### config.mk
export PLATFORM = sky130hd
export DESIGN_NAME = shared_multiplier_arbiter_flat
export DESIGN_NICKNAME = d
export VERILOG_FILES = /design/src/rtl/shared_multiplier_arbiter_if.sv /design/src/rtl/shared_multiplier_arbiter.sv /design/src/flat_wrapper.sv
export SDC_FILE = /design/constraint.sdc
export NUM_CORES = 1
export LEC_CHECK = 0
export ABC_AREA = 1
export CAP_MARGIN = 30
export CORE_MARGIN = 2
export CORE_UTILIZATION = 33
export DETAILED_ROUTE_END_ITERATION = 12
export PLACE_DENSITY = 0.56
export SLEW_MARGIN = 40
export SYNTH_ARGS = -nofsm -noshare
export SYNTH_HDL_FRONTEND = slang
export SYNTH_SLANG_ARGS = --single-unit
export TNS_END_PERCENT = 20
### constraint.sdc
create_clock -name clk -period 2.35 [get_ports clk]
set_clock_uncertainty 0.05 [all_clocks]
set_input_delay 0.3525 -clock clk [delete_from_list [all_inputs] [get_ports clk]]
set_output_delay 0.3525 -clock clk [all_outputs]
set_load 0.02 [all_outputs]
### src/rtl/shared_multiplier_arbiter_if.sv
// shared_multiplier_arbiter_if: request/operand/result bundle between clients and the shared multiplier
interface shared_multiplier_arbiter_if #(
    parameter int WIDTH = 8,
    parameter int NREQ  = 4
);
    logic [NREQ-1:0]       req;
    logic [NREQ*WIDTH-1:0] ina;
    logic [NREQ*WIDTH-1:0] inb;
    logic [NREQ-1:0]       gnt;
    logic [NREQ-1:0]       done;
    logic [2*WIDTH-1:0]    out;
    logic                  busy;
    modport master (output req, ina, inb, input gnt, done, out, busy);
    modport slave  (input req, ina, inb, output gnt, done, out, busy);
endinterface

### src/rtl/shared_multiplier_arbiter.sv
// shared_multiplier_arbiter: round-robin sharing of one shift-add multiplier among NREQ requesters
module shared_multiplier_arbiter #(
    parameter int WIDTH = 8,
    parameter int NREQ  = 4
) (
    input  logic                        clk,
    input  logic                        rst,
    shared_multiplier_arbiter_if.slave  io_bus
);
    localparam int PW = $clog2(NREQ);
    localparam int CW = $clog2(WIDTH + 1);
    localparam logic [1:0] S_IDLE = 2'd0;
    localparam logic [1:0] S_MUL  = 2'd1;
    localparam logic [1:0] S_DONE = 2'd2;

    logic [1:0]         r_state;
    logic [PW-1:0]      r_ptr;
    logic [CW-1:0]      r_cnt;
    logic [NREQ-1:0]    r_sel;
    logic [NREQ-1:0]    r_gnt;
    logic [NREQ-1:0]    r_done;
    logic [2*WIDTH-1:0] r_mcand;
    logic [WIDTH-1:0]   r_mplr;
    logic [2*WIDTH-1:0] r_acc;
    logic [2*WIDTH-1:0] r_out;
    logic [PW-1:0]      w_win;
    logic               w_any;
    logic [2*WIDTH-1:0] w_acc_nxt;
    logic [NREQ-1:0]    w_win_oh;

    // Descending scan so the lowest offset from r_ptr is the last (winning) assignment
    always_comb begin
        w_any = |io_bus.req;
        w_win = '0;
        for (int i = NREQ - 1; i >= 0; i--) begin
            if (io_bus.req[(int'(r_ptr) + i) % NREQ]) w_win = PW'((int'(r_ptr) + i) % NREQ);
        end
    end

    assign w_win_oh  = {{(NREQ-1){1'b0}}, 1'b1} << w_win;
    assign w_acc_nxt = r_acc + (r_mplr[0] ? r_mcand : '0);

    always_ff @(posedge clk) begin
        if (rst) begin
            r_state <= S_IDLE;
            r_ptr   <= '0;
            r_cnt   <= '0;
            r_sel   <= '0;
            r_gnt   <= '0;
            r_done  <= '0;
            r_mcand <= '0;
            r_mplr  <= '0;
            r_acc   <= '0;
            r_out   <= '0;
        end else begin
            r_gnt  <= '0;
            r_done <= '0;
            if (r_state == S_IDLE) begin
                if (w_any) begin
                    r_sel   <= w_win_oh;
                    r_gnt   <= w_win_oh;
                    r_mcand <= {{WIDTH{1'b0}}, io_bus.ina[int'(w_win)*WIDTH +: WIDTH]};
                    r_mplr  <= io_bus.inb[int'(w_win)*WIDTH +: WIDTH];
                    r_acc   <= '0;
                    r_cnt   <= '0;
                    r_ptr   <= (w_win == PW'(NREQ - 1)) ? '0 : w_win + 1'b1;
                    r_state <= S_MUL;
                end
            end else if (r_state == S_MUL) begin
                r_acc   <= w_acc_nxt;
                r_mcand <= r_mcand << 1;
                r_mplr  <= r_mplr >> 1;
                r_cnt   <= r_cnt + 1'b1;
                if (r_cnt == CW'(WIDTH - 1)) begin
                    r_out   <= w_acc_nxt;
                    r_done  <= r_sel;
                    r_state <= S_DONE;
                end
            end else begin
                r_state <= S_IDLE;
            end
        end
    end

    assign io_bus.gnt  = r_gnt;
    assign io_bus.done = r_done;
    assign io_bus.out  = r_out;
    assign io_bus.busy = (r_state != S_IDLE);
endmodule

### src/flat_wrapper.sv
// flat-port wrapper written by rule: the top's interface ports become plain ports
module shared_multiplier_arbiter_flat 
#(
    parameter int WIDTH = 8,
    parameter int NREQ  = 4
)
  (clk, rst, io_bus_req, io_bus_ina, io_bus_inb, io_bus_gnt, io_bus_done, io_bus_out, io_bus_busy);
  shared_multiplier_arbiter_if #(.WIDTH(WIDTH), .NREQ(NREQ)) io_bus_i ();
  input  logic clk;
  input  logic rst;
  input wire logic [$bits(io_bus_i.req)-1:0] io_bus_req;
  input wire logic [$bits(io_bus_i.ina)-1:0] io_bus_ina;
  input wire logic [$bits(io_bus_i.inb)-1:0] io_bus_inb;
  output wire logic [$bits(io_bus_i.gnt)-1:0] io_bus_gnt;
  output wire logic [$bits(io_bus_i.done)-1:0] io_bus_done;
  output wire logic [$bits(io_bus_i.out)-1:0] io_bus_out;
  output wire logic [$bits(io_bus_i.busy)-1:0] io_bus_busy;
  assign io_bus_i.req = io_bus_req;
  assign io_bus_i.ina = io_bus_ina;
  assign io_bus_i.inb = io_bus_inb;
  assign io_bus_gnt = io_bus_i.gnt;
  assign io_bus_done = io_bus_i.done;
  assign io_bus_out = io_bus_i.out;
  assign io_bus_busy = io_bus_i.busy;
  shared_multiplier_arbiter #(.WIDTH(WIDTH), .NREQ(NREQ)) u_core (.clk(clk), .rst(rst), .io_bus(io_bus_i));
endmodule
# Word level (Yosys, flattened, before mapping)
# Cells that the tools add are included.
# Widths: inputs -> output; s select.
[word_totals]
register_bits = 76
word_cells = 81
out_inout_bits = 25
in_bits = 70
[classes]
shifts = 3
addsub = 6
n_bitwise = 7
n_lt_le_gt_ge = 4
reduce_logical = 13
n_eq_ne = 5
muxes = 33
[op_table]
columns = ["operator", "count"]
rows = [
  ["$mux 16", 7],
  ["$shiftx 32x6->8", 2],
  ["$mux 8", 3],
  ["$mux 2", 9],
  ["$add 16x16->16", 1],
  ["$lt 3x4->1 const B", 3],
  ["$mux 4", 3],
  ["$bmux 1 s2", 4],
  ["$reduce_or 4->1", 2],
  ["$mux 1", 7],
  ["$reduce_and 2->1", 3],
  ["$reduce_or 2->1", 3],
  ["$add 2x1->2 const B", 2],
  ["$add 2x2->2 const B", 2],
  ["$add 4x1->4 const B", 1],
  ["$eq 4x3->1 const B", 1],
  ["$not 1->1", 4],
  ["$reduce_bool 2->1", 2],
  ["$shl 1x2->4 const A", 1],
  ["$and 1x1->1 const A", 3],
  ["$lt 2x3->1 const B", 1],
  ["$ne 3x2->1 const B", 1],
  ["$reduce_and 3->1", 1],
  ["$reduce_or 3->1", 1],
  ["other kinds (4)", 4],
]

# Logic depth before layout (Yosys ltp)
# Gate-level depths: netlist of the first run.
[logic_depth]
depth_word = 13
ltp_mapped = 16

# Worst setup path before layout of the first run
# Ideal clock, no wire load.
[synth_path]
kind = "reg-to-reg"
startpoint = "register u_core.r_mplr[0]"
endpoint = "register u_core.r_acc[10]"
stages_incl_launch_ff = 14
arrival_ns = 2.361
required_time_ns = 2.172
period_less_slack_ns = 2.539
path_slack_ns = -0.189
n_path_buf = 2
cell_sequence = "dfxtp_1 -> clkbuf_1 -> clkbuf_1 -> nand2_1 -> inv_1 -> ha_1 -> fa_1 -> nand3_1 -> nand3_1 -> a21boi_0 -> o21ai_0 -> a21oi_1 -> xor2_1 -> o21ai_0"
[synth_between]
elab_chain_cells = 4
[synth_rtl]
columns = ["element", "line", "text"]
rows = [
  ["from (decl)", "shared_multiplier_arbiter.sv:23", "logic [WIDTH-1:0] r_mplr;"],
  ["from (signal assigned)", "shared_multiplier_arbiter.sv:63", "r_mplr <= io_bus.inb[int'(w_win)*WIDTH +: WIDTH];"],
  ["from (signal assigned)", "shared_multiplier_arbiter.sv:72", "r_mplr <= r_mplr >> 1;"],
  ["$mux 16", "shared_multiplier_arbiter.sv:41", "assign w_acc_nxt = r_acc + (r_mplr[0] ? r_mcand : '0);"],
  ["$add 16x16->16", "shared_multiplier_arbiter.sv:41", ""],
  ["$mux 16", "shared_multiplier_arbiter.sv:69", "end else if (r_state == S_MUL) begin"],
  ["$mux 16", "shared_multiplier_arbiter.sv:58", "if (r_state == S_IDLE) begin"],
  ["to (signal assigned)", "shared_multiplier_arbiter.sv:70", "r_acc <= w_acc_nxt;"],
  ["to (decl)", "shared_multiplier_arbiter.sv:24", "logic [2*WIDTH-1:0] r_acc;"],
]
# No other way between the ends. The select of a mux whose other input is x is not followed.
# A chain may end at the register's enable or synchronous reset.

# Worst setup path in the final report of the first run
# Same ends and word-level chain as after synthesis.

==> results of run 1 <==
## kinds of logic after synthesis
group / after synthesis / synth area share
AND/OR/NAND/NOR: 307 / 0.296
XOR/XNOR: 14 / 0.0268
buffers and inverters: 145 / 0.135
AO/OA/AOI/OAI: 111 / 0.151
flip-flops: 76 / 0.333
adder cells (fa/ha/maj): 21 / 0.0591
## per-stage QoR
stage / setup WS, ps / hold WS, ps / area [sq um]
after detailed placement: -80.0 / 381 / 5860
after global placement: -49.5 / 381 / 5860
after floorplan: 6.87 / 366 / 4590
after global routing: -42.0 / 413 / 6250
after CTS: 17.6 / 392 / 6170
final: 94.4 / 393 / 6250
## cells in the final DEF, fill, tap and decap left out, types with 3 or more instances in the layout
cell type        synthesis  layout
nand2_1                168     168
inv_1                  107     106
clkdlybuf4s50_1          0      94
dfxtp_1                 76      74
nand3_1                 72      70
nor2_1                  38      38
o21ai_0                 41      37
buf_4                    1      27
a21oi_1                 28      22
ha_1                    20      19
a21oi_2                  7      12
xor2_1                  11      11
inv_2                    9      10
clkbuf_16                0       9
or2_2                    8       8
o211ai_1                 7       7
o21ai_1                  4       6
nor2_4                   5       5
o22ai_1                  5       5
o211ai_2                 5       5
nor2_2                   4       4
a32o_1                   4       4
nand2_2                  3       3
nand3_2                  2       3
xnor2_1                  3       3
inv_6                    0       3
buf_12                   0       3
## sequential cells by signal (all words and copies together), names as in the netlist
| register | cells |
|---|---|
| u_core.r_state | 2 |
| u_core.io_bus.done | 4 |
| u_core.io_bus.out | 16 |
| u_core.r_ptr | 2 |
| u_core.r_mcand | 16 |
| u_core.r_acc | 16 |
| u_core.r_mplr | 8 |
| u_core.io_bus.gnt | 4 |
| u_core.r_sel | 4 |
| u_core.r_cnt | 4 |
## worst register-to-register path: stages (launching register included)
cell	delay [ps]
dfxtp_2	320
buf_6	140
nand2_1	80
inv_2	50
ha_4	160
fa_2	380
nand3_2	90
nand3_4	90
a21boi_4	200
o21ai_2	110
a21oi_2	170
xor2_1	220
o21ai_1	80
## final cells by class
type / count / share of cell area
sequential: 76 / 0.244
multi-input combinational: 453 / 0.404
inverter: 119 / 0.0723
timing repair buffer: 125 / 0.195
tap: 180 / 0.0361
clock inverter: 7 / 0.0132
clock buffer: 9 / 0.0361
## power groups by stage
stage	logic [uW]	registers [uW]	clock network [uW]
6_report	2390	1570	1440
2_1_floorplan	1830	1560	0
3_5_place_dp	2370	1590	0
5_1_grt	2730	1590	1510
3_3_place_gp	2330	1590	0
4_1_cts	2380	1570	1470
## worst paths after layout
path                                  from                                to  cells past startpoint
max          u_core.r_mplr[0]$_SDFFE_PP0P_     u_core.r_acc[10]$_SDFFE_PP0P_                     12
max reg2reg  u_core.r_mplr[0]$_SDFFE_PP0P_     u_core.r_acc[10]$_SDFFE_PP0P_                     12
min reg2reg   u_core.r_sel[3]$_SDFFE_PP0P_  u_core.io_bus.done[3]$_SDFF_PP0_                      2
min           u_core.r_sel[3]$_SDFFE_PP0P_  u_core.io_bus.done[3]$_SDFF_PP0_                      2
## repair_timing
item / 4_1_cts / 5_1_grt
resized for setup: 3 / 20
endpoints found under the setup margin: 4 / 16
hold endpoints to repair: 0 / 0
pin swaps: 3 / 6
## cells in the mapped netlist, drive strengths merged (2+ instances only)
| cell type | n |
|---|---|
| nand2 | 173 |
| inv | 118 |
| dfxtp | 76 |
| nand3 | 74 |
| nor2 | 47 |
| o21ai | 45 |
| a21oi | 35 |
| ha | 20 |
| buf | 18 |
| o211ai | 12 |
| xor2 | 11 |
| clkbuf | 8 |
| or2 | 8 |
| o22ai | 5 |
| a32o | 4 |
| xnor2 | 3 |
| nor3 | 2 |
| o21bai | 2 |
| o31ai | 2 |
## routing by layer
layer  global-route usage  vias up
met1                0.218     2060
met3               0.0201       20
met4               0.0718        0
li1                     -     2362
met5                    0        -
met2                0.292      110
==> impl_metrics.csv, run 1 <==
group,metric,value,unit
setup_path,path_buf_inv,2,
setup_path,critPathRequiredTime,2510,ps
synth,synth_cell_type_count,43,
synth,synth_top_cell_by_area,"dfxtp_1",
synth,yosysSeqAreaShare,0.333,
clock_tree,hold_buffers,0,
synth,yosysWarnings,0,
clock_tree,clock-root-buffer,"clkbuf_16",
clock_tree,cts_buffer_depth,2,
power_and_ir_drop,internal-power,3260,uW
place,dpl.cell_count,953,
setup_path,worstPathArrival,2420,ps
floorplan,num_rows,43,
power_and_ir_drop,power_frac_seq,0.291,
global_routing,grt_max_degree,27,
timing,hold_viol_final,0,
clock_tree,post_cts_buffers,0,
routing,dr_wl_met3,485,um
setup_path,path_class,"flop to flop",
timing,timing.final.crit_share,0.960,
synth,synth_cells,674,
timing,setup_viol,0,
synth,syn-cell-area,4570,sq um
floorplan,fp.dieW,122,um
power_and_ir_drop,peakVddDrop,0.444,mV
setup_path,path_delay_family,"adder cells",
power_and_ir_drop,p_clk_frac,0.267,
power_and_ir_drop,power.leakage,0.00296,uW
routing,topRoutingLayerUsed,"met4",
routing,drtAntennaViolNets,0,
routing,first_pass_iters,4,
finish,layout.nets,875,
setup_path,crit_path_end_kind,"flop",
timing,max_freq,443,MHz
timing,slew_headroom,0.673,
finish,areaGrowthSynthToFinish,36.5,%
finish,finish.utilization,0.455,
timing,slew_violations,0,
routing,routedWlPerCell,12.6,um
synth,ys_async_sr_fraction,0,
clock_tree,h-tree-depth,3,
setup_path,slowest_delay,380,ps
synth,synth_area_leaders,"dfxtp_1 (33%), nand2_1 (14%), inv_1 (8.8%)",
timing,final.setup.tns,0,ps
finish,antennaDiodeCount,0,
global_routing,grt.total_usage,0.171,
routing,drcViolationCount,0,
routing,vias_per_cell,4.70,
synth,synth.avg_cell_area,6.79,sq um
floorplan,initial_core_util,0.333,
routing,wl_met2,5.86,mm
finish,layoutNonFillerInstCount,969,
setup_path,startpoint_type,"flop",
clock_tree,clk-insertion-delay-late,340,ps
place,place.gp.congestion,0.842,
finish,multi_input_area,2520,sq um
global_routing,grt_overflow,0,
synth,synth_edf_count,0,
setup_path,r2r_setup_slack,90,ps
clock_tree,clock-sinks,76,
setup_path,worst_path_max_delay_cell,"fa_2",
synth,synth-seq-cells,76,
place,port_buffers,94,
timing,post-route-min-period,2260,ps
place,dpl.hpwl,9.58,mm
power_and_ir_drop,comb_power_share,0.442,
clock_tree,cts.clk_slew.worst_paths,60,ps
power_and_ir_drop,powerDensity,864,nW/um^2
power_and_ir_drop,swShare,0.396,
setup_path,worst-path-max-fanout,12,
finish,drive_gt1_frac,0.141,
power_and_ir_drop,power,5390,uW
timing,rsz0062_at_grt,"true",
floorplan,die_area,14800,sq um
setup_path,worstPathCellList,"buf_6, nand2_1, inv_2, ha_4, fa_2, nand3_2, nand3_4, a21boi_4, o21ai_2, a21oi_2, xor2_1, o21ai_1",
global_routing,grt_pass1_wl,20.5,mm
routing,drtIter0Drc,245,
outcome,outcome,"finished, final reports clean",
timing,tightestPinTransition,489,ps
floorplan,core,13700,sq um
floorplan,die_h,122,um
finish,fill_cells,1401,
synth,synth_top_area_share,0.333,
job,max-cap-violations,0,
floorplan,pin_count,95,
finish,seq_area,1520,sq um
clock_tree,cts_buffers,9,
power_and_ir_drop,power.switching,2140,uW
worst_hold_path,hp-class,"flop to flop",
global_routing,grt_pass1_vias,4567,
routing,num_vias,4552,
synth,synth_fp_nets,765,
routing,wirelength,12.2,mm
global_routing,grt_antenna_before_repair,0,
clock_tree,cts_tree,"done",
routing,drt-met1-wl,5.59,mm
synth,synthFlopType,"dfxtp_1",
No activity file was read; power rests on OpenSTA's default activity.
==> run 2, diff against run 1 <==
Settings changed: CORE_UTILIZATION 33 to 47, PLACE_DENSITY 0.56 to 0.75.
==> run 2 against run 1 <==
Net effect:
- maximum frequency rose by 2.5%
- hold slack got worse by 1.4 ps
- design area shrank 4.1%
- total power fell by 10%
- combinational power is essentially flat
- via count decreased by 1.0%
- critical path type unchanged
==> impl_metrics.csv, run 2 (same netlist as run 1, synthesis figures left out) <==
group,metric,value,unit
outcome,outcome,"finished, final reports clean",
power_and_ir_drop,power.leakage,0.00290,uW
floorplan,num_rows,36,
global_routing,grt_max_degree,27,
finish,mostFrequentLayoutCell,"nand2_1",
timing,max_freq,455,MHz
power_and_ir_drop,powerDensity,807,nW/um^2
routing,first_pass_iters,5,
finish,final_cell_mix,"nand2_1 (168), inv_1 (107), clkdlybuf4s50_1 (94)",
global_routing,grt_pass1_vias,4412,
timing,tightestPinTransition,475,ps
place,port_buffers,94,
global_routing,grt_antenna_before_repair,0,
job,max-cap-violations,0,
place,dpl.hpwl,9.05,mm
routing,vias_per_cell,4.89,
floorplan,die_h,103,um
routing,drcViolationCount,0,
finish,layoutNonFillerInstCount,921,
clock_tree,cts.clk_slew.worst_paths,80,ps
place,place.gp.congestion,0.943,
setup_path,path_buf_inv,3,
power_and_ir_drop,power.switching,2000,uW
setup_path,crit_path_frequent_cell,"nand2_1",
clock_tree,clk-insertion-delay-late,340,ps
setup_path,slowest_delay,360,ps
setup_path,startpoint,"u_core.r_mplr[0]$_SDFFE_PP0P_",
setup_path,path_class,"flop to flop",
floorplan,die_area,10500,sq um
routing,drtAntennaViolNets,0,
setup_path,worstPathArrival,2390,ps
timing,timing.final.crit_share,0.936,
finish,finish.utilization,0.625,
global_routing,gr-usage-met3,0.0373,
setup_path,critPathRequiredTime,2540,ps
clock_tree,cts_tree,"done",
timing,slew_headroom,0.683,
finish,areaGrowthSynthToFinish,31.0,%
setup_path,reg2reg_depth,13,
setup_path,worst_path_max_delay_cell,"ha_1",
setup_path,crit_path_end_kind,"flop",
timing,rsz0062_at_grt,"true",
finish,antennaDiodeCount,0,
setup_path,startpoint_type,"flop",
routing,routedWlPerCell,12.3,um
routing,num_vias,4506,
routing,wirelength,11.3,mm
power_and_ir_drop,peakVddDrop,0.441,mV
clock_tree,post_cts_buffers,0,
routing,drtIter0Drc,192,
setup_path,r2r-start,"u_core.r_mplr[0]$_SDFFE_PP0P_",
setup_path,rr_endpoint,"u_core.io_bus.out[13]$_SDFFE_PP0P_",
floorplan,pin_count,95,
clock_tree,h-tree-depth,3,
worst_hold_path,hp-class,"flop to flop",
finish,drive_gt1_frac,0.127,
timing,post-route-min-period,2200,ps
power_and_ir_drop,internal-power,2830,uW
setup_path,r2r_setup_slack,150,ps
clock_tree,clock-sinks,76,
floorplan,initial_core_util,0.477,
global_routing,globalRouteMet1Util,0.282,
global_routing,use_met2,0.407,
clock_tree,clock-root-buffer,"clkbuf_8",
power_and_ir_drop,swShare,0.414,
setup_path,cp_num_cells,13,
power_and_ir_drop,comb_power_share,0.496,
place,dpl.cell_count,907,
timing,hold_viol_final,0,
global_routing,grt_overflow,0,
finish,layout.nets,876,
floorplan,core,9590,sq um
timing,final.setup.tns,0,ps
setup_path,worst-path-max-fanout,7,
clock_tree,cts_buffers,9,
finish,fill_cells,868,
setup_path,crit_end,"u_core.io_bus.out[13]$_SDFFE_PP0P_",
timing,setup_viol,0,
global_routing,gr-max-usage-layer,"met2",
global_routing,grt_pass1_wl,19.3,mm
setup_path,worstPathCellList,"buf_4, nand2_1, inv_1, ha_1, a21oi_2, o21ai_0, a21oi_1, o21ai_0, or2_2, nand2_1, nand2_1, o211ai_1, inv_1",
power_and_ir_drop,power_frac_seq,0.326,
power_and_ir_drop,p_clk_frac,0.179,
clock_tree,cts_buffer_depth,2,
global_routing,grt.total_usage,0.228,
timing,slew_violations,0,
floorplan,fp.dieW,103,um
setup_path,path_delay_family,"compound AO/OA/AOI/OAI gates",
==> run 2: cell type report <==
type,instances,area [sq um],area share
timing repair buffer,126,1220,0.203
tap,133,166,0.0278
sequential,76,1520,0.254
inverter,119,452,0.0754
clock inverter,4,26.3,0.00439
multi-input combinational,453,2470,0.412
clock buffer,10,138,0.0230
==> run 2: repair_timing <==
action / CTS / global route
setup endpoints to repair: 0 / 13
gates resized for setup: 0 / 7
hold buffers: 0 / 0
==> run 2: worst min-delay path by stage <==
stage / slack, ps / from / endpoint / cells after the start
after floorplan: 370 / u_core.r_sel[0]$_SDFFE_PP0P_ / u_core.io_bus.done[0]$_SDFF_PP0_ / 2
after global placement: 380 / u_core.r_sel[0]$_SDFFE_PP0P_ / u_core.io_bus.done[0]$_SDFF_PP0_ / 2
after detailed placement: 380 / u_core.r_sel[1]$_SDFFE_PP0P_ / u_core.io_bus.done[1]$_SDFF_PP0_ / 2
after CTS: 390 / u_core.r_sel[1]$_SDFFE_PP0P_ / u_core.io_bus.done[1]$_SDFF_PP0_ / 2
after global routing: 420 / u_core.r_sel[0]$_SDFFE_PP0P_ / u_core.io_bus.done[0]$_SDFF_PP0_ / 2
final: 390 / u_core.r_sel[2]$_SDFFE_PP0P_ / u_core.io_bus.done[2]$_SDFF_PP0_ / 2
==> run 2: power by group through the flow <==
stage          Sequential, uW  Combinational [uW]  Clock, uW
2_1_floorplan            1560                1830          0
4_1_cts                  1570                2390        884
3_3_place_gp             1590                2330          0
3_5_place_dp             1600                2380          0
5_1_grt                  1590                2700        936
6_report                 1570                2400        863
==> run 2: routing by layer <==
metal,vias up,part of all wire
li1,2360,-
met4,0,0.018
met3,18,0.033
met1,2035,0.47
met5,-,0
met2,93,0.48
==> run 2: tightest hold or removal path, delay by kind of cell, from the launching register on <==
family                 cells  cell delay [ps]
flip-flops                 1              300
AND/OR/NAND/NOR            1               40
buffers and inverters      1               60
==> run 2: through the flow <==
step / hold WS (ps) / total power, uW / setup WS (ps) / area [sq um]
6_report: 391 / 4840 / 150 / 5990
5_1_grt: 416 / 5230 / 13.1 / 5990
4_1_cts: 393 / 4850 / 20.1 / 5970
3_5_place_dp: 381 / 3980 / 53.4 / 5800
3_3_place_gp: 378 / 3920 / 66.3 / 5800
2_1_floorplan: 366 / 3390 / 6.87 / 4590
